--- src/rtl/asip_pkg.sv ---
// Shared types and constants for the ASIP operand-fetch slice.
// Holds the fetch FSM encoding and register-index geometry.
package asip_pkg;
    localparam int REG_IDX_W = 4;
    localparam logic [REG_IDX_W-1:0] PC_IDX = 4'd15;

    typedef enum logic [2:0] {
        IDLE,
        SAMPLE_A,
        SAMPLE_B,
        CAPT_A,
        CAPT_B,
        OUT
    } fetch_state_t;
endpackage

--- src/rtl/operand_capture.sv ---
// One operand slot: remembers whether the bank was written at the edge it sampled our index,
// then captures either the bank read data or that committed write value (or a direct load).
module operand_capture #(
    parameter int W  = 32,
    parameter int IW = 4
) (
    input  logic          clk,
    input  logic          reset,
    input  logic          sample,
    input  logic [IW-1:0] index,
    input  logic [IW-1:0] wb_register,
    input  logic [W-1:0]  wb_value,
    input  logic          capture,
    input  logic [W-1:0]  read_value,
    input  logic          load,
    input  logic [W-1:0]  load_value,
    output logic [W-1:0]  value
);
    logic          bypass;
    logic [W-1:0]  held;

    always_ff @(posedge clk) begin
        if (reset) begin
            bypass <= 1'b0;
            held   <= '0;
            value  <= '0;
        end else begin
            // The bank's read port returns pre-write data when write and read share an edge.
            if (sample) begin
                bypass <= (wb_register == index);
                held   <= wb_value;
            end
            if (capture)
                value <= bypass ? held : read_value;
            else if (load)
                value <= load_value;
        end
    end
endmodule

--- src/rtl/operand_fetch.sv ---
// Serialises source-register reads through the bank's single read port and presents both
// operands to execute; one instruction in flight, held in OUT until execute consumes it.
module operand_fetch
    import asip_pkg::*;
#(
    parameter int RegisterSize      = 32,
    parameter int AmountOfRegisters = 16
) (
    input  logic                    clk,
    input  logic                    reset,
    input  logic                    in_valid,
    output logic                    in_ready,
    input  logic [REG_IDX_W-1:0]    in_rs1,
    input  logic [REG_IDX_W-1:0]    in_rs2,
    input  logic [REG_IDX_W-1:0]    in_rd,
    input  logic                    in_use_imm,
    input  logic [RegisterSize-1:0] in_imm,
    output logic [REG_IDX_W-1:0]    read_register,
    input  logic [RegisterSize-1:0] read_value,
    input  logic [RegisterSize-1:0] pc,
    input  logic [REG_IDX_W-1:0]    wb_register,
    input  logic [RegisterSize-1:0] wb_value,
    output logic                    out_valid,
    input  logic                    out_ready,
    output logic [RegisterSize-1:0] op_a,
    output logic [RegisterSize-1:0] op_b,
    output logic [REG_IDX_W-1:0]    out_rd
);
    fetch_state_t              state, state_next;
    logic [REG_IDX_W-1:0]      rs2_q, rd_q, rr_next;
    logic [RegisterSize-1:0]   imm_q;
    logic                      use_imm_q;
    logic                      sample_a, sample_b, capt_a, capt_b, load_b;
    logic                      unused_ok;

    // pc is observation-only; the bank already returns PC through the read port.
    assign unused_ok = ^{pc, (AmountOfRegisters == (1 << REG_IDX_W))};

    assign in_ready  = (state == IDLE);
    assign out_valid = (state == OUT);
    assign out_rd    = rd_q;

    always_comb begin
        state_next = state;
        rr_next    = read_register;
        sample_a   = 1'b0;
        sample_b   = 1'b0;
        capt_a     = 1'b0;
        capt_b     = 1'b0;
        load_b     = 1'b0;
        case (state)
            IDLE: begin
                if (in_valid) begin
                    rr_next    = in_rs1;
                    state_next = SAMPLE_A;
                end
            end
            SAMPLE_A: begin
                sample_a = 1'b1;
                if (use_imm_q) begin
                    state_next = CAPT_A;
                end else begin
                    rr_next    = rs2_q;
                    state_next = SAMPLE_B;
                end
            end
            SAMPLE_B: begin
                capt_a     = 1'b1;
                sample_b   = 1'b1;
                state_next = CAPT_B;
            end
            CAPT_A: begin
                capt_a     = 1'b1;
                load_b     = 1'b1;
                state_next = OUT;
            end
            CAPT_B: begin
                capt_b     = 1'b1;
                state_next = OUT;
            end
            OUT: begin
                if (out_ready)
                    state_next = IDLE;
            end
            default: state_next = IDLE;
        endcase
    end

    always_ff @(posedge clk) begin
        if (reset) begin
            state         <= IDLE;
            read_register <= '0;
            rs2_q         <= '0;
            rd_q          <= '0;
            imm_q         <= '0;
            use_imm_q     <= 1'b0;
        end else begin
            state         <= state_next;
            read_register <= rr_next;
            if (state == IDLE && in_valid) begin
                rs2_q     <= in_rs2;
                rd_q      <= in_rd;
                imm_q     <= in_imm;
                use_imm_q <= in_use_imm;
            end
        end
    end

    // read_register still holds the index the bank is sampling, so it doubles as the bypass key.
    operand_capture #(.W(RegisterSize), .IW(REG_IDX_W)) u_cap_a (
        .clk         (clk),
        .reset       (reset),
        .sample      (sample_a),
        .index       (read_register),
        .wb_register (wb_register),
        .wb_value    (wb_value),
        .capture     (capt_a),
        .read_value  (read_value),
        .load        (1'b0),
        .load_value  ({RegisterSize{1'b0}}),
        .value       (op_a)
    );

    operand_capture #(.W(RegisterSize), .IW(REG_IDX_W)) u_cap_b (
        .clk         (clk),
        .reset       (reset),
        .sample      (sample_b),
        .index       (read_register),
        .wb_register (wb_register),
        .wb_value    (wb_value),
        .capture     (capt_b),
        .read_value  (read_value),
        .load        (load_b),
        .load_value  (imm_q),
        .value       (op_b)
    );
endmodule

--- config.mk ---
export PLATFORM = sky130hd
export DESIGN_NAME = operand_fetch
export DESIGN_NICKNAME = d
export VERILOG_FILES = /design/src/rtl/asip_pkg.sv /design/src/rtl/operand_capture.sv /design/src/rtl/operand_fetch.sv
export SDC_FILE = /design/constraint.sdc
export NUM_CORES = 1
export LEC_CHECK = 0
export BUFFER_PORTS_ARGS = -buffer_cell sky130_fd_sc_hd__buf_2
export CAP_MARGIN = 20
export CORE_MARGIN = 3
export CORE_UTILIZATION = 57
export DETAILED_ROUTE_END_ITERATION = 8
export PLACE_DENSITY = 0.87
export SYNTH_ARGS = -nofsm -noshare
export SYNTH_HDL_FRONTEND = slang
export SYNTH_HIERARCHICAL = 1
export SYNTH_SLANG_ARGS = --single-unit
--- constraint.sdc ---
create_clock -name clk -period 4.8 [get_ports clk]
set_input_delay 0.48 -clock clk [delete_from_list [all_inputs] [get_ports clk]]
set_output_delay 0.48 -clock clk [all_outputs]
set_load 0.05 [all_outputs]
-- After elaboration in Yosys (flattened, before gate mapping)
Index checks and enable logic that the tools add are counted.
W data, S select, Z words.
- equality and inequality tests: 9
- muxes and demuxes: 16
- reduce and logical (&&, ||, !) cells: 8
- operators by type and width (cell ; count):
    $mux W32 ; 4
    $pmux W3 S5 ; 1
    $mux W4 ; 2
    $pmux W4 S2 ; 1
    $eq A3 B2 Y1 const B ; 2
    $eq A3 B3 Y1 const B ; 2
    $mux W1 ; 6
    $mux W3 ; 2
    $eq A4 B4 Y1 ; 1
    $ne A2 B2 Y1 const B ; 2
    $reduce_bool A2 Y1 ; 2
    $reduce_or A2 Y1 ; 2
    $eq A3 B1 Y1 const B ; 1
    $logic_not A3 Y1 ; 1
    $reduce_and A3 Y1 ; 1
    $ne A2 B1 Y1 const B ; 1
    $reduce_and A2 Y1 ; 1
    $logic_and A1 B1 Y1 ; 1
- output and inout port bits: 74
- bits in registers: 178
- logic and storage cells: 45
- input port bits: 149

-- Depth between registers and ports, before layout
Gate-level depths: netlist of run 1.
- word-level depth: 4
- gate-level depth with buffers: 8
- gate-level depth less buffers: 5

-- By module
The synthesis of run 1 kept the hierarchy.
- modules (own cells, without submodules) (module ; cells an instance ; area an instance (um^2) ; instances ; sequential area each (um^2)):
    operand_capture ; 294 ; 3368.2 ; 2 ; 1301.2
    operand_fetch ; 229 ; 1824.2 ; 1 ; 960.9

-- Least setup slack after synthesis of run 1
No wires, ideal clock.
- kind: register to output
- start: register state[0]
- end: output out_valid
- path slack: 2.463 ns
- data required time: 4.320 ns
- buffers on the path: 1
- arrival time: 1.857 ns
- cell stages (with the launch flop): 4
- cell sequence: dfxtp_1 > buf_2 > inv_1 > nor3b_1
- cells in the longest elaborated chain, start to end: 1
- ends and longest elaborated chain (item ; line ; RTL):
    start: declaration ; operand_fetch.sv:29 ; fetch_state_t state, state_next;
    start signal: assignment ; operand_fetch.sv:98 ; state <= state_next;
    $eq A3 B3 Y1 ; operand_fetch.sv:40 ; assign out_valid = (state == OUT);
    end: declaration ; operand_fetch.sv:23 ; output logic out_valid,
Every way passes these cells.

-- Worst setup path after layout of run 1
- start: register state[0]
- end: register u_cap_b.value[29]
- cells in the longest elaborated chain, start to end: 3
- elaborated cells between the ends (all ways): 6
- classes of those cells: eq/ne (2); mux (3); reduce/logical (1)
- ends and longest elaborated chain (item ; line ; RTL):
    $eq A3 B2 Y1 ; operand_fetch.sv:51 ; case (state)
    $mux W1 ; operand_fetch.sv:51 ;
    net load_b ; operand_fetch.sv:33 ; logic sample_a, sample_b, capt_a, capt_b, load_b;
    $reduce_bool A2 Y1 (no source line) ; -- ;
    end signal: assignment ; operand_capture.sv:34 ; value <= bypass ? held : read_value;
    end signal: assignment ; operand_capture.sv:36 ; value <= load_value;
    end: declaration ; operand_capture.sv:17 ; output logic [W-1:0] value
The timed path passes the listed nets, and every way through them passes these cells.
A chain may end at the register's enable or synchronous reset.

==> metrics, run 1 <==
Finished Cell Area=10000 um^2; final hold vios=0; CP endpoint kind=flip-flop; Slew Limit Fails=0; clk_lat worst skew=420 ps; row count=44; Vias=6493; Crit Path Category=flip-flop to flip-flop; Ports=223; max cap viols=0; H-tree levels=4; setup repair after global routing missed its margin=false; switch share=0.292; die width=129 um; Die H=129 um; arrival time at the worst endpoint=3110 ps; pin count of the biggest net entering global routing=101; CORE AREA=14600 um^2; Worst-path clk slew=70 ps; Clock Sinks=178; initial antenna violation count=4; TritonCTS clock tree=built; post-CTS setup buffer count=0; CP required=5080 ps; Clk pwr share=0.372; P_int=2.78 mW; Hold/Removal Path Class=input port to flip-flop; largest family of logic cells by synthesized area=compound AO/OA/AOI/OAI gates; Tcrit/Tclk final=0.591; Synth Area in Compound Gates=0.221; Critical R2R Capture=u_cap_b/value[29]; starting density of the core=0.587; xor/xnor cell area share of the yosys netlist=0.00818; PostCTS Resize Cnt=0; post-synthesis cell count=817; area grow syn2layout=17.1%; Initial DRT Pass Iterations=4; min cycle time layout=2840 ps; worst path cell trace=inv_1 > nor2_4 > buf_4 > and2b_4 > a211oi_2 > a211oi_2; worst hold endpoint=imm_q[16]; post-DP HPWL=13600 um; Crit path largest cell delay=750 ps; static leakage=3.86 nW; CP max-delay cell=nor2_4; drt first-iter violations=464; Buf/Inv on CP=2; Final Non-Filler Cells=1193; mux contribution to synthesized area=0.150; register bit total from synthesis=178; vias in the first global route=6123; full die area=16500 um^2; Placed Area=9390 um^2; delay-heaviest family, CP=simple AND/OR/NAND/NOR gates; sequential area share after synthesis=0.416; worst ir drop on vdd=259 uV; clock root cell=clkbuf_16; r2r startpoint=state[0]; fmax=353 MHz; per-cell routed wire length=17.1 um; post-synthesis average cell area=10.5 um^2; crit-path max FO=32; All-Layer GR Usage=0.242; Overflow after GRT=0; Net Switching=1.15 mW; Power Density=392 nW/um^2; slew at the pin closest to its max-slew limit=1120 ps; layout cells sized above 1=0.367; via/cell ratio=5.44; hold-fix buffers at CTS=0; setup violators final=0; Setup Skew=8.06 ps; port bufs=190; clk buf depth=2; hold depth=3; Placer Congestion=0.797; Synth Warn #=6; synthesized area=8560 um^2; first-pass GRT wire length=31900 um; Slew HR=0.250; adder-cell share of the synthesized area=0; final WL=20400 um; status=finished, final reports clean; cell repeated most along the worst path=a211oi_2; R2R cell count=6; crit path launch type=flip-flop; dpl cells=1159; DRC viols=0; post-synth cell types=33; Logic pwr share=0.203; sequential share of power=0.424; Reg2Reg Setup Slack=1960 ps; hold_sp=in_imm[16]; Synth Area in Simple Gates=0.133; post-route ant nets=0; Nets=1143; Fin Setup TNS=0 ps; TritonCTS Buffers=17
-- Yosys cell counts --
| library cell | instances | area, um^2 |
|---|---|---|
| a211oi_1 | 8 | 60.1 |
| nor2b_1 | 54 | 338 |
| a22o_1 | 3 | 26.3 |
| clkbuf_4 | 4 | 30.0 |
| buf_12 | 8 | 160 |
| nor4b_2 | 1 | 15.0 |
| nor3_1 | 2 | 10.0 |
| a211o_1 | 1 | 8.76 |
| o21ai_0 | 1 | 5.00 |
| xnor2_1 | 8 | 70.1 |
| nand4_1 | 2 | 12.5 |
| a211oi_2 | 120 | 1500 |
| buf_6 | 12 | 135 |
| nand2_1 | 83 | 312 |
| a221oi_1 | 5 | 43.8 |
| o22ai_1 | 2 | 12.5 |
| a21oi_1 | 43 | 215 |
| conb_1 | 1 | 3.75 |
| inv_1 | 6 | 22.5 |
| nand2b_1 | 7 | 43.8 |
| nor3b_1 | 2 | 15.0 |
| o32ai_1 | 1 | 8.76 |
| buf_2 | 26 | 130 |
| nor2_1 | 73 | 274 |
| dfxtp_1 | 178 | 3560 |
| or4b_1 | 1 | 10.0 |
| buf_4 | 12 | 90.1 |
| clkbuf_1 | 8 | 30.0 |
| mux2i_1 | 128 | 1280 |
| nor4_1 | 1 | 6.26 |
| buf_1 | 5 | 18.8 |
| and2b_4 | 10 | 100 |
| a21o_1 | 1 | 7.51 |
-- placed cells by master, fill, tap and decap left out, drive strengths merged --
| cell | count |
|---|---|
| a211o | 1 |
| a211oi | 128 |
| a21o | 1 |
| a21oi | 43 |
| a221oi | 5 |
| a22o | 3 |
| and2b | 10 |
| buf | 201 |
| bufinv | 4 |
| clkbuf | 21 |
| clkinv | 6 |
| clkinvlp | 1 |
| conb | 33 |
| dfxtp | 178 |
| diode | 3 |
| inv | 5 |
| mux2i | 128 |
| nand2 | 83 |
| nand2b | 7 |
| nand4 | 2 |
| nor2 | 73 |
| nor2b | 54 |
| nor3 | 2 |
| nor3b | 2 |
| nor4 | 1 |
| nor4b | 1 |
| o21ai | 1 |
| o22ai | 2 |
| o32ai | 1 |
| or4b | 1 |
| xnor2 | 8 |
-- stage by stage --
| step | power (mW) | setup WS (ps) | hold slack, ps | utilization |
|---|---|---|---|---|
| 5_1_grt | 4.08 | 1750 | 278 | 0.687 |
| 3_3_place_gp | 2.47 | 2080 | 440 | 0.644 |
| 2_1_floorplan | 2.32 | 2460 | 436 | - |
| 6_report | 3.93 | 1960 | 294 | 0.687 |
| 3_5_place_dp | 2.49 | 2010 | 447 | 0.644 |
| 4_1_cts | 3.95 | 1970 | 275 | 0.687 |
-- how the worst max path moves through the flow --
stage | startpoint | end | slack, ps | depth (start not counted)
floorplan | state[0] | out_valid | 2460 | 3
global placement | state[0] | u_cap_b/value[29] | 2080 | 6
detailed placement | state[0] | u_cap_b/value[29] | 2010 | 6
CTS | state[0] | u_cap_b/value[29] | 1970 | 6
global route | state[0] | u_cap_b/value[29] | 1750 | 6
finish | state[0] | u_cap_b/value[29] | 1960 | 6
-- registers in the layout, indices dropped and copies added, names as in the netlist --
signal	cells
imm_q	32
u_cap_a/held	32
u_cap_a/value	32
u_cap_b/held	32
u_cap_b/value	32
out_rd	4
read_register	4
rs2_q	4
state	3
u_cap_a/bypass	1
u_cap_b/bypass	1
use_imm_q	1
-- logic make-up after synthesis --
logic type,Yosys count
xor gates and xnor gates,8
buffers and inverters,81
other,1
muxes,128
and+or+nand+nor,236
AOI/OAI and AO/OA,185
DFF,178
-- worst register-to-register path, cell delays in order, from the launching register on --
cell and delay (ps):
dfxtp_1 720, inv_1 310, nor2_4 750, buf_4 390, and2b_4 230, a211oi_2 230
a211oi_2 70
-- layer usage --
metal | track usage | share of wire | up-vias | wire length [um]
li1 | - | - | 3201 | -
met1 | 0.342 | 0.47 | 3081 | 9570
met2 | 0.372 | 0.46 | 183 | 9320
met3 | 0.0581 | 0.058 | 26 | 1180
met4 | 0.0710 | 0.017 | 2 | 354
met5 | 0 | 0.00034 | - | 7
-- cell type report --
class                   instances  area [um^2]
fillers                      1109         4560
multi-input cells             590         4530
flip-flops and latches        178         3570
repair buffers                201         1040
clock buffers                  21          470
well taps                     184          230
clock inverters                10          156
inverters                       6         23.8
diodes                          3         7.51
-- power groups by stage --
stage	combinational, mW	clock [mW]	sequential [mW]
final	0.798	1.46	1.67
after global routing	0.855	1.54	1.68
after CTS	0.797	1.49	1.67
after detailed placement	0.790	0	1.70
after global placement	0.777	0	1.69
after floorplan	0.465	0	1.85
Power figures use the tool's default switching activity.
==> run 2, diff against run 1 <==
--- a/config.mk
+++ b/config.mk
@@ -8,9 +8,9 @@
 export BUFFER_PORTS_ARGS = -buffer_cell sky130_fd_sc_hd__buf_2
 export CAP_MARGIN = 20
 export CORE_MARGIN = 3
-export CORE_UTILIZATION = 57
+export CORE_UTILIZATION = 53
 export DETAILED_ROUTE_END_ITERATION = 8
-export PLACE_DENSITY = 0.87
+export PLACE_DENSITY = 0.82
 export SYNTH_ARGS = -nofsm -noshare
 export SYNTH_HDL_FRONTEND = slang
 export SYNTH_HIERARCHICAL = 1
==> constraint.sdc (replaced) <==
create_clock -name clk -period 2.72 [get_ports clk]
set_input_delay 0.272 -clock clk [delete_from_list [all_inputs] [get_ports clk]]
set_output_delay 0.272 -clock clk [all_outputs]
set_load 0.05 [all_outputs]
==> metrics, run 2 (synthesis gave the netlist of run 1 again) <==
vias in the first global route=6081; final hold vios=0; met2 WL=8860 um; highest routed metal layer=met5; status=finished, final reports clean; Placed Area=9560 um^2; Nets=1151; crit-path max FO=18; final WL=20100 um; Crit Path Category=flip-flop to flip-flop; TritonCTS Buffers=17; Fin Setup TNS=0 ps; hold-fix buffers at CTS=0; Initial DRT Pass Iterations=4; first-pass GRT wire length=32200 um; setup repair after global routing missed its margin=false; clk buf depth=2; die width=133 um; per-cell routed wire length=16.3 um; Slew Limit Fails=0; post-DP HPWL=13900 um; pin count of the biggest net entering global routing=70; Reg area=3570 um^2; port bufs=190; area of the multi-input gates=4530 um^2; Ports=223; Tcrit/Tclk final=0.804; full die area=17700 um^2; met3 wire length=1170 um; setup violators final=0; Logic pwr share=0.208; Placer Congestion=0.839; clock root cell=clkbuf_16; DRC viols=0; Hold WS=79.5 ps; min cycle time layout=2190 ps; Clk pwr share=0.370; met1 wire length=9640 um; post-route ant nets=0; area grow syn2layout=19.0%; arrival time at the worst endpoint=2460 ps; post-CTS setup buffer count=0; Finished Cell Area=10200 um^2; Hold/Removal Path Class=input port to flip-flop; via/cell ratio=5.23; Setup Skew=7.25 ps; TritonCTS clock tree=built; fmax=457 MHz; fill count=1261; Vias=6426; most frequent cells in the layout=buf_2, dfxtp_1, mux2i_1, a211oi_2, nand2_1; CP endpoint kind=flip-flop; H-tree levels=4; switch share=0.292; CORE AREA=15500 um^2; Power Density=681 nW/um^2; worst ir drop on vdd=431 uV; drt first-iter violations=344; static leakage=3.91 nW; Clock Sinks=178; row count=45; commonest non-fill, non-tap cell in the layout=buf_2; Overflow after GRT=0; starting density of the core=0.553; CP required=3000 ps; initial antenna violation count=3; PostCTS Resize Cnt=0; P_int=4.91 mW; sequential share of power=0.422; Slew HR=0.590; layout cells sized above 1=0.369; max cap viols=0; Die H=133 um; slew at the pin closest to its max-slew limit=615 ps; All-Layer GR Usage=0.223; clk_lat worst skew=420 ps; crit path launch type=flip-flop; Net Switching=2.03 mW; Worst-path clk slew=70 ps
[run 2: path summary, 6_finish.rpt]
kind                        to  slack (ps)  depth (start not counted)  startpoint
max          u_cap_b/value[18]         530                          6    state[1]
min                   rs2_q[0]          80                          3   in_rs2[0]
max reg2reg  u_cap_b/value[18]         530                          6    state[1]
min reg2reg          imm_q[28]         460                          2   imm_q[28]
[run 2: layer usage]
layer | vias to the layer above | GRT usage
met5 | - | 0
met3 | 31 | 0.0551
met4 | 2 | 0.0646
met1 | 2984 | 0.327
met2 | 184 | 0.327
li1 | 3225 | -
[run 2: final cells by class]
class                      count  share of cell area
multi-input combinational    590               0.445
antenna                        2            0.000491
clock inverter                 9              0.0151
clock buffer                  23              0.0459
inverter                       6             0.00233
sequential                   178               0.350
tap                          211              0.0259
timing repair buffer         209               0.115
[run 2: power groups by stage]
stage / logic (mW) / registers [mW] / clock network [mW]
floorplan: 0.820 / 3.27 / 0
global placement: 1.42 / 2.97 / 0
detailed placement: 1.44 / 2.98 / 0
CTS: 1.45 / 2.93 / 2.62
global route: 1.55 / 2.95 / 2.72
finish: 1.45 / 2.93 / 2.57
[run 2: critical path, cell delays in order (launching register included)]
cell      delay, ps
dfxtp_1         630
nand2b_1        300
nor2_4          370
buf_4           330
nor2b_1         100
a211oi_2        240
a211oi_2         70
[run 2: metrics by stage]
stage	std cells	setup slack (ps)	utilization	power (mW)
6_report	1228	534	0.658	6.94
5_1_grt	1228	383	0.658	7.22
4_1_cts	1226	561	0.658	6.99
3_5_place_dp	1194	588	0.618	4.42
3_3_place_gp	1194	639	0.618	4.39
2_1_floorplan	849	591	-	4.09
==> run 3, diff against run 2 <==
--- a/config.mk
+++ b/config.mk
@@ -5,12 +5,13 @@
 export SDC_FILE = /design/constraint.sdc
 export NUM_CORES = 1
 export LEC_CHECK = 0
+export ABC_AREA = 1
 export BUFFER_PORTS_ARGS = -buffer_cell sky130_fd_sc_hd__buf_2
 export CAP_MARGIN = 20
 export CORE_MARGIN = 3
-export CORE_UTILIZATION = 53
+export CORE_UTILIZATION = 47
 export DETAILED_ROUTE_END_ITERATION = 8
-export PLACE_DENSITY = 0.82
+export PLACE_DENSITY = 0.78
 export SYNTH_ARGS = -nofsm -noshare
 export SYNTH_HDL_FRONTEND = slang
 export SYNTH_HIERARCHICAL = 1
==> constraint.sdc (replaced) <==
create_clock -name clk -period 2 [get_ports clk]
set_input_delay 0.2 -clock clk [delete_from_list [all_inputs] [get_ports clk]]
set_output_delay 0.2 -clock clk [all_outputs]
set_load 0.05 [all_outputs]
==> metrics, run 3 <==
CORE AREA=16200 um^2; Die H=136 um; top cells by count, synth=dfxtp_1, a21oi_1, o21ai_0, o21ai_1, inv_1; Area contributors post-synth=dfxtp_1, a21oi_1, o21ai_0; setup repair after global routing missed its margin=false; largest area contributor in the synthesized netlist=dfxtp_1; register bit total from synthesis=178; area grow syn2layout=19.8%; All-Layer GR Usage=0.233; starting density of the core=0.489; post-route ant nets=0; fmax=538 MHz; highest routed metal layer=met4; Overflow after GRT=0; per-cell routed wire length=15.2 um; Placed Area=8950 um^2; final WL=21700 um; sequential area share after synthesis=0.449; post-DP HPWL=14900 um; dpl cells=1390; post-CTS setup buffer count=0; met2 WL=9380 um; setup violators final=0; arrival time at the worst endpoint=1660 ps; fin util=0.586; Nets=1342; clock root cell=clkbuf_16; commonest non-fill, non-tap cell in the layout=buf_2; met1 wire length=10100 um; port bufs=190; Setup Skew=6.91 ps; post-synth cell types=24; worst ir drop on vdd=782 uV; CP required=1800 ps; Worst-path clk slew=70 ps; final hold vios=0; most frequent cell after synthesis=dfxtp_1; TritonCTS Buffers=17; met3 wire length=1550 um; Most used DFF post-synth=dfxtp_1; slew at the pin closest to its max-slew limit=605 ps; synthesized area=7940 um^2; DRC viols=0; fill count=1509; worst slack, placed=188 ps; final setup margin=140 ps; Tcrit/Tclk final=0.930; static leakage=4.01 nW; top cell type's share of synthesized area=0.449; status=finished, final reports clean; Hold WS=34.4 ps; Power Density=1200 nW/um^2; Final Non-Filler Cells=1424; asr flop ratio synth=0; vias in the first global route=6872; post-synthesis average cell area=7.82 um^2; Synth Warn #=6; Placer Congestion=0.845; H-tree levels=4; via/cell ratio=5.20; most frequent cells in the layout=buf_2, dfxtp_1, a21oi_1, o21ai_0, o21ai_1; Finished Cell Area=9520 um^2; Ports=223; Slew Limit Fails=0; row count=46; first-pass GRT wire length=34500 um; clk_lat worst skew=430 ps; full die area=18500 um^2; Initial DRT Pass Iterations=8; post-synthesis cell count=1016; Crit Path Category=flip-flop to primary output; crit path launch type=flip-flop; min cycle time layout=1860 ps; drt first-iter violations=547; die width=136 um; Fin Setup TNS=0 ps; clk buf depth=2; pin count of the biggest net entering global routing=66; EDFF count, synth=0; crit-path max FO=15; Clock Sinks=178; initial antenna violation count=2; Hold/Removal Path Class=input port to flip-flop; Slew HR=0.596; total power=11.5 mW; TritonCTS clock tree=built; layout cells sized above 1=0.266; Vias=7404; max cap viols=0; CP endpoint kind=primary output
run 3: cell types whose count changed in the layout (fill, tap and decap cells not counted), moves of 64 or more:
cell / change
a211oi_2: -120
mux2i_1: -128
o21ai_0: +165
o21ai_1: +102
a21oi_1: +129
a21oi_2: +64
inv_1: +92
run 3: cell type report:
cell class                      count  area, um^2  share of cell area
Tap cell                          216         270              0.0284
Antenna cell                        2        5.00            0.000526
Clock inverter                     14         131              0.0138
Clock buffer                       18         429              0.0451
Inverter                          107         404              0.0425
Sequential cell                   178        3570               0.375
Timing Repair Buffer              210        1200               0.126
Multi-Input combinational cell    679        3510               0.369
run 3: kinds of logic (layout without fill, tap and decap cells):
family | Yosys count | after routing | synth area share
AO/OA/AOI/OAI | 505 | 505 | 0.349
AND/OR/NAND/NOR | 141 | 141 | 0.0778
other | 1 | 35 | 0.000472
flip-flops | 178 | 178 | 0.449
buffers and inverters | 191 | 349 | 0.124
run 3: worst paths after layout:
check                          end  slack, ps      from  depth (start not counted)
setup / recovery          in_ready        140  state[0]                          4
hold / removal           out_rd[0]         30     reset                          2
setup reg to reg  u_cap_b/held[10]        240  state[2]                          7
hold reg to reg           rs2_q[0]        450  rs2_q[0]                          2
run 3: routing by layer:
layer,vias up,global-route usage
met4,0,0.0918
met3,42,0.0526
met2,260,0.343
met1,3328,0.333
li1,3774,-
met5,-,0
run 3: power breakdown:
| group | switching, mW | internal [mW] |
|---|---|---|
| Clock | 1.46 | 1.73 |
| Sequential | 0.274 | 4.19 |
| Combinational | 2.75 | 1.06 |
| Total | 4.48 | 6.98 |
run 3: timing repair:
| action | CTS | global route |
|---|---|---|
| hold buffers | 0 | 0 |
| endpoints found under the setup margin | 0 | 21 |
| gates resized for setup | 0 | 2 |
run 3: critical path: stages, from the launching register on:
cell,delay (ps)
dfxtp_1,330
buf_4,160
nor3_4,210
buf_4,240
buf_2,290
